<file path="config.mk">
export PLATFORM = sky130hd
export DESIGN_NAME = cart_ram_bridge
export DESIGN_NICKNAME = d
export VERILOG_FILES = /design/src/rtl/cart_pkg.sv /design/src/rtl/cart_ram_bridge.sv
export SDC_FILE = /design/constraint.sdc
export NUM_CORES = 1
export LEC_CHECK = 0
export ABC_AREA = 1
export CORE_MARGIN = 2
export CORE_UTILIZATION = 50
export CTS_BUF_LIST = sky130_fd_sc_hd__clkbuf_8
export CTS_CLUSTER_SIZE = 40
export DETAILED_ROUTE_END_ITERATION = 10
export DONT_BUFFER_PORTS = 1
export GPL_ROUTABILITY_DRIVEN = 0
export PLACE_DENSITY = 0.77
export SKIP_LAST_GASP = 1
export SLEW_MARGIN = 20
export SYNTH_ARGS = -nofsm -noshare
export SYNTH_HDL_FRONTEND = slang
export SYNTH_SLANG_ARGS = --single-unit
</file>
<file path="constraint.sdc">
create_clock -name clk -period 3.25 [get_ports clk]
set_input_delay 0.4875 -clock clk [delete_from_list [all_inputs] [get_ports clk]]
set_output_delay 0.4875 -clock clk [all_outputs]
set_load 0.02 [all_outputs]
</file>
<file path="src/rtl/cart_pkg.sv">
// Shared types and constants for the cartridge RAM bridge.
package cart_pkg;

    localparam int CART_ADDR_W = 25;

    typedef enum logic [1:0] {
        IDLE    = 2'd0,
        WR_BUSY = 2'd1,
        RD_BUSY = 2'd2
    } bridge_state_t;

endpackage

</file>
<file path="src/rtl/cart_ram_bridge.sv">
// Bridges the mapper's byte RAM interface to the shared SDRAM port, with a
// one-entry posted-write buffer and a one-entry read cache.
//
// state   | meaning
// IDLE    | no SDRAM request outstanding
// WR_BUSY | buffered write issued, waiting for ack
// RD_BUSY | cache-miss read issued, waiting for ack
module cart_ram_bridge
    import cart_pkg::*;
#(
    parameter int         ADDR_W    = CART_ADDR_W,
    parameter logic [7:0] IDLE_DOUT = 8'hFF
) (
    input  logic              clk,
    input  logic              reset_n,
    input  logic [ADDR_W-1:0] ram_addr,
    input  logic [7:0]        ram_din,
    input  logic              ram_we,
    input  logic              ram_rd,
    input  logic              flush,
    output logic [7:0]        ram_dout,
    output logic              ram_ready,
    output logic              cpu_wait,
    output logic              overflow,
    output logic              sdram_req,
    output logic              sdram_we,
    output logic [ADDR_W-1:0] sdram_addr,
    output logic [7:0]        sdram_din,
    input  logic              sdram_ack,
    input  logic [7:0]        sdram_dout
);

    bridge_state_t     state, state_nxt;
    logic              wbuf_valid, wbuf_valid_nxt;
    logic [ADDR_W-1:0] wbuf_addr, wbuf_addr_nxt;
    logic [7:0]        wbuf_data, wbuf_data_nxt;
    logic              cache_valid, cache_valid_nxt;
    logic [ADDR_W-1:0] cache_tag, cache_tag_nxt;
    logic [ADDR_W-1:0] rd_tag, rd_tag_nxt;
    logic [7:0]        dout_nxt;
    logic              flush_seen, flush_seen_nxt;
    logic              overflow_nxt;
    logic              req_nxt, we_nxt;
    logic [ADDR_W-1:0] addr_nxt;
    logic [7:0]        din_nxt;
    logic              hit;

    assign hit      = cache_valid && (cache_tag == ram_addr);
    assign cpu_wait = ram_rd && !hit;

    always_ff @(posedge clk or negedge reset_n) begin
        if (!reset_n) begin
            state       <= IDLE;
            wbuf_valid  <= 1'b0;
            wbuf_addr   <= '0;
            wbuf_data   <= 8'h00;
            cache_valid <= 1'b0;
            cache_tag   <= '0;
            rd_tag      <= '0;
            ram_dout    <= IDLE_DOUT;
            flush_seen  <= 1'b0;
            overflow    <= 1'b0;
            ram_ready   <= 1'b1;
            sdram_req   <= 1'b0;
            sdram_we    <= 1'b0;
            sdram_addr  <= '0;
            sdram_din   <= 8'h00;
        end else begin
            state       <= state_nxt;
            wbuf_valid  <= wbuf_valid_nxt;
            wbuf_addr   <= wbuf_addr_nxt;
            wbuf_data   <= wbuf_data_nxt;
            cache_valid <= cache_valid_nxt;
            cache_tag   <= cache_tag_nxt;
            rd_tag      <= rd_tag_nxt;
            ram_dout    <= dout_nxt;
            flush_seen  <= flush_seen_nxt;
            overflow    <= overflow_nxt;
            ram_ready   <= !wbuf_valid_nxt;
            sdram_req   <= req_nxt;
            sdram_we    <= we_nxt;
            sdram_addr  <= addr_nxt;
            sdram_din   <= din_nxt;
        end
    end

    always_comb begin
        state_nxt       = state;
        wbuf_valid_nxt  = wbuf_valid;
        wbuf_addr_nxt   = wbuf_addr;
        wbuf_data_nxt   = wbuf_data;
        cache_valid_nxt = cache_valid;
        cache_tag_nxt   = cache_tag;
        rd_tag_nxt      = rd_tag;
        dout_nxt        = ram_dout;
        flush_seen_nxt  = flush_seen;
        overflow_nxt    = overflow;
        req_nxt         = sdram_req;
        we_nxt          = sdram_we;
        addr_nxt        = sdram_addr;
        din_nxt         = sdram_din;

        // The buffer only fills when empty and only drains in WR_BUSY, so the
        // two updates below never touch wbuf_valid in the same cycle.
        if (ram_we) begin
            if (!wbuf_valid) begin
                wbuf_valid_nxt = 1'b1;
                wbuf_addr_nxt  = ram_addr;
                wbuf_data_nxt  = ram_din;
            end else begin
                overflow_nxt = 1'b1;
            end
        end

        case (state)
            IDLE: begin
                if (wbuf_valid) begin
                    req_nxt   = 1'b1;
                    we_nxt    = 1'b1;
                    addr_nxt  = wbuf_addr;
                    din_nxt   = wbuf_data;
                    state_nxt = WR_BUSY;
                end else if (ram_rd && !hit) begin
                    req_nxt        = 1'b1;
                    we_nxt         = 1'b0;
                    addr_nxt       = ram_addr;
                    rd_tag_nxt     = ram_addr;
                    flush_seen_nxt = 1'b0;
                    state_nxt      = RD_BUSY;
                end
            end
            WR_BUSY: begin
                if (sdram_ack) begin
                    req_nxt        = 1'b0;
                    wbuf_valid_nxt = 1'b0;
                    if (cache_valid && (cache_tag == wbuf_addr)) begin
                        dout_nxt = wbuf_data;
                    end
                    state_nxt = IDLE;
                end
            end
            RD_BUSY: begin
                if (flush) begin
                    flush_seen_nxt = 1'b1;
                end
                if (sdram_ack) begin
                    req_nxt         = 1'b0;
                    cache_tag_nxt   = rd_tag;
                    dout_nxt        = sdram_dout;
                    cache_valid_nxt = !(flush_seen || flush);
                    state_nxt       = IDLE;
                end
            end
            default: begin
                req_nxt   = 1'b0;
                state_nxt = IDLE;
            end
        endcase

        // A flush overrides any fill or write-through landing this cycle.
        if (flush) begin
            cache_valid_nxt = 1'b0;
            dout_nxt        = IDLE_DOUT;
        end
    end

endmodule

</file>
==> run_results.csv, run 1 <==
group,metric,value,unit
yosys,synth_area_leader_cell,"dfrtp_1",
clock_tree,h-tree-depth,4,
setup_path,r2r-start,"cache_tag[5]",
sta,clock.fmax,433,MHz
setup_path,reg2reg_depth,14,
drt,via_count,4833,
clock_tree,cts_tree,"built",
sta,period_minus_slack,2.31,ns
pwr,ir_drop,0.425,mV
layout,nets,831,
drt,drt_iter0_drc,428,
floorplan,dieArea,13500,um2
sta,finalCritPeriodShare,0.710,
drt,ant_nets,0,
clock_tree,cts_sinks,133,
pwr,leakage,3.42,nW
run_status,violations,"negative hold slack",
sta,holdWs,-0.267,ns
pwr,p_int,4.09,mW
clock_tree,ctsResizeCount,0,
placed_design,hpwl,9900,um
drt,via_per_inst,5.02,
sta,worst_pin_slew,0.622,ns
setup_path,arrival,1.82,ns
run_status,status,"complete, but fails checks",
clock_tree,clkTransAtPathRegs,0.08,ns
min_path,holdCritPathClass,"in -> async",
drt,post_drt_wl_per_cell,14.5,um
yosys,synth_edf_count,0,
pwr,clock_power_share,0.211,
floorplan,die_x,116,um
yosys,synthesis.area,6280,um2
yosys,ys_types,32,
floorplan,core-area,12100,um2
yosys,netlist.area_leader.share,0.494,
placed_design,io_buffers,0,
layout,num_antenna_cells,0,
job,drv_cap,0,
yosys,ys_ff_latch,133,
layout,final_util,0.562,
layout,final_cells,962,
placed_design,place_inst,930,
yosys,synth_cells,789,
sta,finalSetupTns,0,ns
setup_path,critical_path.cell_chain,"inv_1 -> nand2_1 -> nand2_1 -> inv_1 -> nand2_1 -> nor2_1 -> nand2_1 -> nor2_1 -> nand2_2 -> nand2_1 -> inv_1",
yosys,synth_fp_nets,839,
sta,slew_headroom,0.585,
setup_path,cp-end-kind,"output port",
yosys,syn_area_per_cell,7.96,um2
yosys,async_reset_ff_frac,1.00,
setup_path,cpPeakStageDelay,0.38,ns
global_route,grt_pass1_wl,22600,um
drt,route.detailed.drc,0,
yosys,synth_common_cells,"nand2_1 (274), dfrtp_1 (124), inv_1 (94)",
sta,grt_setup_unrepaired,"false",
layout,layout-drive-gt1-share,0.0869,
global_route,overflow,0,
setup_path,r2r_slack,0.96,ns
drt,firstDrtPassIters,6,
floorplan,start_util,0.518,
clock_tree,cts_setup_buffers,0,
global_route,first_global_vias,4448,
setup_path,critical_path.max_fanout,3,
yosys,yosysWarnings,0,
floorplan,io-pin-count,93,
drt,totalWireLength,13900,um
pwr,power_switching,2.98,mW
clock_tree,cts_root_buf,"clkbuf_8",
setup_path,cpMostUsedCell,"nand2_1",
setup_path,worstSetupStartpointType,"register",
setup_path,path_class,"reg -> out",
global_route,grt_usage,0.220,
clock_tree,clk_latency,0.44,ns
sta,final_max_slew_viol_count,0,
sta,setup_viol,0,
setup_path,crit_slowest_cell,"dfrtp_1",
clock_tree,clockBufferDepth,2,
yosys,synthFlopType,"dfrtp_1",
layout,final_cell_area,6810,um2
pwr,p_comb_frac,0.327,
pwr,power.density,1040,nW/um2
yosys,synth_area_leaders,"dfrtp_1 (49%), nand2_1 (16%), o21ai_0 (7.4%), inv_1 (5.6%), dfstp_2 (3.8%)",
global_route,antenna_found_initial,0,
yosys,synth_most_common_cell,"nand2_1",
pwr,p_sw_frac,0.422,
pwr,seq_power_share,0.462,
floorplan,rows,40,
placed_design,placed_area,6370,um2
floorplan,floorplan.die.height,116,um
setup_path,worst_ep_required_time,2.76,ns
sta,hold_viol_final,133,
global_route,grt_max_degree,134,
setup_path,rr_endpoint,"rd_tag[7]",
layout,syn_to_final_growth,8.41,%
sta,finClkSkew,0.0150,ns
clock_tree,cts_inserted_buffers,17,
yosys,synth-seq-area-share,0.532,
routing by layer:
layer	global-route usage	share of wire
met1	0.310	0.47
met2	0.324	0.43
met3	0.0685	0.086
met4	0.0794	0.019
met5	0	0
state kept, by name, summed over array words and instances, names as in the netlist:
signal	count
ram_ready	1
ram_dout	8
sdram_din	8
wbuf_addr	25
overflow	1
cache_tag	25
state	2
wbuf_valid	1
flush_seen	1
sdram_we	1
cache_valid	1
sdram_req	1
wbuf_data	8
sdram_addr	25
rd_tag	25
worst max-delay path: cells and delay by family, from the launching register on:
kind	cells	cell delay, ns
buf+inv	3	0.26
flops	1	0.38
simple gates	8	0.73
cells in the final DEF (no fill, tap or decap), types with 2 or more instances in the layout:
cell	netlist	routed
a21oi_1	19	19
buf_4	9	6
bufinv_16	0	3
clkbuf_8	0	19
clkinv_4	0	2
clkinvlp_4	0	3
dfrtp_1	124	124
dfstp_2	9	9
ha_1	3	3
inv_1	94	94
inv_2	2	2
inv_6	0	4
nand2_1	274	273
nand2_2	2	3
nand3_1	38	38
nand4_1	4	4
nor2_1	29	29
nor3_1	12	12
o21ai_0	93	93
o21ai_1	16	16
o21ai_2	10	10
o22ai_1	3	3
or2_2	3	3
xnor2_1	6	6
xor2_1	6	6
power groups by stage:
stage | registers (mW) | logic (mW) | clock network [mW]
floorplan | 3.14 | 1.89 | 0
global placement | 3.28 | 2.24 | 0
detailed placement | 3.30 | 2.30 | 0
CTS | 3.27 | 2.32 | 1.52
global route | 3.37 | 2.70 | 1.59
finish | 3.27 | 2.31 | 1.49
through the flow:
step	power (mW)	worst slack, ns
2_1_floorplan	5.03	1.58
6_report	7.07	0.942
5_1_grt	7.66	0.714
4_1_cts	7.11	0.863
3_3_place_gp	5.52	0.920
3_5_place_dp	5.60	0.916
worst max path at each step:
stage	to	slack (ns)	from	cells after the start
after floorplan	cpu_wait	1.58	ram_addr[7]	11
after global placement	rd_tag[13]	0.92	ram_addr[7]	11
after detailed placement	rd_tag[7]	0.92	ram_addr[7]	14
after CTS	cpu_wait	0.86	cache_tag[5]	11
after global routing	rd_tag[7]	0.71	cache_tag[5]	14
final	cpu_wait	0.94	cache_tag[3]	11
cells by family after synthesis:
logic type,Yosys count,share of synthesized area
compound gates,146,0.125
xor+xnor,12,0.0167
fa+ha+maj,3,0.00598
buf+inv,130,0.0837
flops,133,0.532
simple gates,365,0.236
area by class of cell:
type                       count  area [um2]
clock inverter                13         170
multi-input combinational    526        2420
timing repair buffer           6        45.0
tap                          168         210
sequential                   133        3340
inverter                      97         364
fill                        1109        5310
clock buffer                  19         262
Power figures use the tool's default switching activity.
==> run 2, diff against run 1 <==
ABC_AREA = 0   (was 1)
clock period = 2.25 ns   (was 3.25 ns; I/O delays follow)
==> run 2 against run 1 <==
- the flow finishes with violations (negative hold slack, negative setup slack)
- power up 67%
- sequential share of layout area down 2.0 points
- core utilization up 3.4 points
- clock skew down 0.0039 ns
- worst hold slack worse by 0.16 ns
- die area down 3.3%
- non-clock buffer count up 27
- largest power group unchanged
==> run_results.csv, run 2 <==
group,metric,value,unit
sta,finalSetupTns,-4.33,ns
sta,grt_setup_unrepaired,"true",
setup_path,arrival,2.79,ns
sta,finClkSkew,0.0112,ns
drt,route.detailed.drc,0,
floorplan,io-pin-count,93,
clock_tree,clk_latency,0.45,ns
yosys,synth_cells,490,
yosys,async_reset_ff_frac,1.00,
setup_path,r2r-start,"cache_tag[23]",
global_route,grt_pass1_wl,22800,um
yosys,synth_area_leaders,"dfrtp_1 (51%), mux2_2 (13%), xnor2_1 (5.3%), dfstp_2 (3.9%), mux2_1 (3.7%)",
run_status,status,"complete, but fails checks",
global_route,antenna_found_initial,0,
sta,worst_pin_slew,0.516,ns
sta,period_minus_slack,2.45,ns
layout,syn_to_final_growth,17.0,%
sta,setup_viol,26,
drt,via_count,4024,
clock_tree,cts_root_buf,"clkbuf_8",
yosys,synth_most_common_cell,"dfrtp_1",
pwr,ir_drop,0.805,mV
yosys,ys_types,37,
drt,totalWireLength,14700,um
yosys,ys_ff_latch,133,
yosys,synth_fp_nets,540,
floorplan,floorplan.die.height,114,um
global_route,overflow,0,
sta,holdWs,-0.428,ns
layout,layout-drive-gt1-share,0.323,
yosys,yosysWarnings,0,
floorplan,die_x,114,um
yosys,synth-seq-area-share,0.551,
yosys,synthesis.area,6070,um2
pwr,leakage,3.01,nW
setup_path,cp-end-kind,"register",
placed_design,hpwl,9700,um
floorplan,core-area,11900,um2
drt,wl_met1,6060,um
drt,drt_iter0_drc,211,
run_status,violations,"negative hold slack, negative setup slack",
layout,final_common_cell,"dfrtp_1",
sta,final_max_slew_viol_count,0,
drt,dr_wl_met3,1240,um
yosys,synth_area_leader_cell,"dfrtp_1",
yosys,netlist.area_leader.share,0.512,
clock_tree,h-tree-depth,4,
drt,wl_met2,7240,um
clock_tree,clkTransAtPathRegs,0.08,ns
drt,firstDrtPassIters,4,
setup_path,reg2reg_depth,10,
drt,post_drt_wl_per_cell,21.9,um
setup_path,critical_path.max_fanout,6,
yosys,synthFlopType,"dfrtp_1",
setup_path,worstSetupStartpointType,"register",
layout,final_util,0.596,
layout,nets,563,
floorplan,start_util,0.509,
drt,via_per_inst,5.98,
placed_design,dp_slack,-0.0204,ns
yosys,synth_common_cells,"dfrtp_1 (124), mux2_2 (70), a21oi_1 (38)",
placed_design,io_buffers,0,
sta,slew_headroom,0.655,
yosys,syn_area_per_cell,12.4,um2
setup_path,rr_endpoint,"rd_tag[1]",
global_route,first_global_vias,4149,
global_route,grt_usage,0.233,
min_path,holdCritPathClass,"in -> async",
sta,clock.fmax,409,MHz
layout,num_antenna_cells,0,
clock_tree,cts_tree,"built",
floorplan,rows,40,
yosys,synth_edf_count,0,
setup_path,r2r_slack,-0.20,ns
clock_tree,clockBufferDepth,2,
sta,fin_ws,-0.198,ns
layout,layout_common_cells,"dfrtp_1 (123), mux2_2 (68), a21oi_1 (38), nor2_1 (37), xnor2_1 (33)",
drt,top_layer,"met4",
clock_tree,cts_inserted_buffers,17,
clock_tree,cts_sinks,133,
floorplan,dieArea,13000,um2
setup_path,path_class,"reg -> reg",
sta,hold_viol_final,133,
sta,finalCritPeriodShare,1.09,
drt,ant_nets,0,
pwr,total_power,11.8,mW
global_route,grt_max_degree,134,
pwr,power.density,1670,nW/um2
job,drv_cap,0,
setup_path,worst_ep_required_time,2.59,ns
## run 2: cell types whose count changed after synthesis, moves of 25 or more
cell and change:
xnor2_1 +31, nand2_1 -269, mux2_2 +70, o21ai_0 -92, inv_1 -89, o31a_1 +25
nand3_1 -36
## run 2: critical path, stage by stage, from the launching register on
cell and delay, ns:
dfrtp_1 0.43, xnor2_2 0.18, nand3_1 0.10, or4_4 0.57, o21ai_4 0.17, inv_2 0.06
buf_4 0.13, buf_6 0.12, nand2_8 0.09, buf_8 0.14, mux2_2 0.34
## run 2: worst max-delay path by stage
stage | end | cells after the start | from | slack (ns)
floorplan | rd_tag[10] | 8 | cache_tag[17] | 0.15
global route | cpu_wait | 6 | cache_tag[3] | -0.27
CTS | cpu_wait | 6 | cache_tag[3] | -0.21
finish | rd_tag[1] | 10 | cache_tag[23] | -0.20
detailed placement | rd_tag[21] | 8 | cache_tag[18] | -0.02
global placement | rd_tag[19] | 8 | cache_tag[18] | 0.005
## run 2: logic make-up (layout without fill, tap and decap cells)
group	Yosys count	after routing	synth area share
AND/OR/NAND/NOR	72	72	0.0580
XOR/XNOR	49	49	0.0708
flip-flops	133	133	0.551
AO/OA/AOI/OAI	107	107	0.117
multiplexers	91	91	0.169
adder cells (fa/ha/maj)	3	3	0.00619
buffers and inverters	35	71	0.0285
## run 2: through the flow
| stage | instance area, um2 | instances |
|---|---|---|
| CTS | 6950 | 669 |
| global route | 7100 | 673 |
| detailed placement | 6300 | 626 |
| floorplan | 6070 | 490 |
| global placement | 6300 | 626 |
| finish | 7100 | 673 |
## run 2: layout make-up
class                           instances  area (um2)
Clock inverter                         15         213
Tap cell                              147         184
Fill cell                             918        4810
Clock buffer                           17         234
Inverter                                6        22.5
Sequential cell                       133        3340
Timing Repair Buffer                   33         409
Multi-Input combinational cell        322        2700
## run 2: routing by layer
metal	track usage	up-vias
li1	-	1824
met2	0.383	142
met1	0.288	2043
met4	0.0618	0
met5	0	-
met3	0.0948	15
## run 2: where the power goes
group          internal [mW]  total [mW]  switching [mW]
clock                   1.31        2.24           0.938
sequential              3.64        5.15            1.51
combinational           2.47        4.44            1.97
total                   7.41        11.8            4.42
## run 2: timing repair
item / 4_1_cts / 5_1_grt
pin swaps: 5 / 2
hold endpoints to repair: 135 / 136
cloned: 2 / 2
gates resized for setup: 16 / 27
hold buffers: 2 / 3
setup buffers: 7 / 2
setup endpoints to repair: 30 / 53
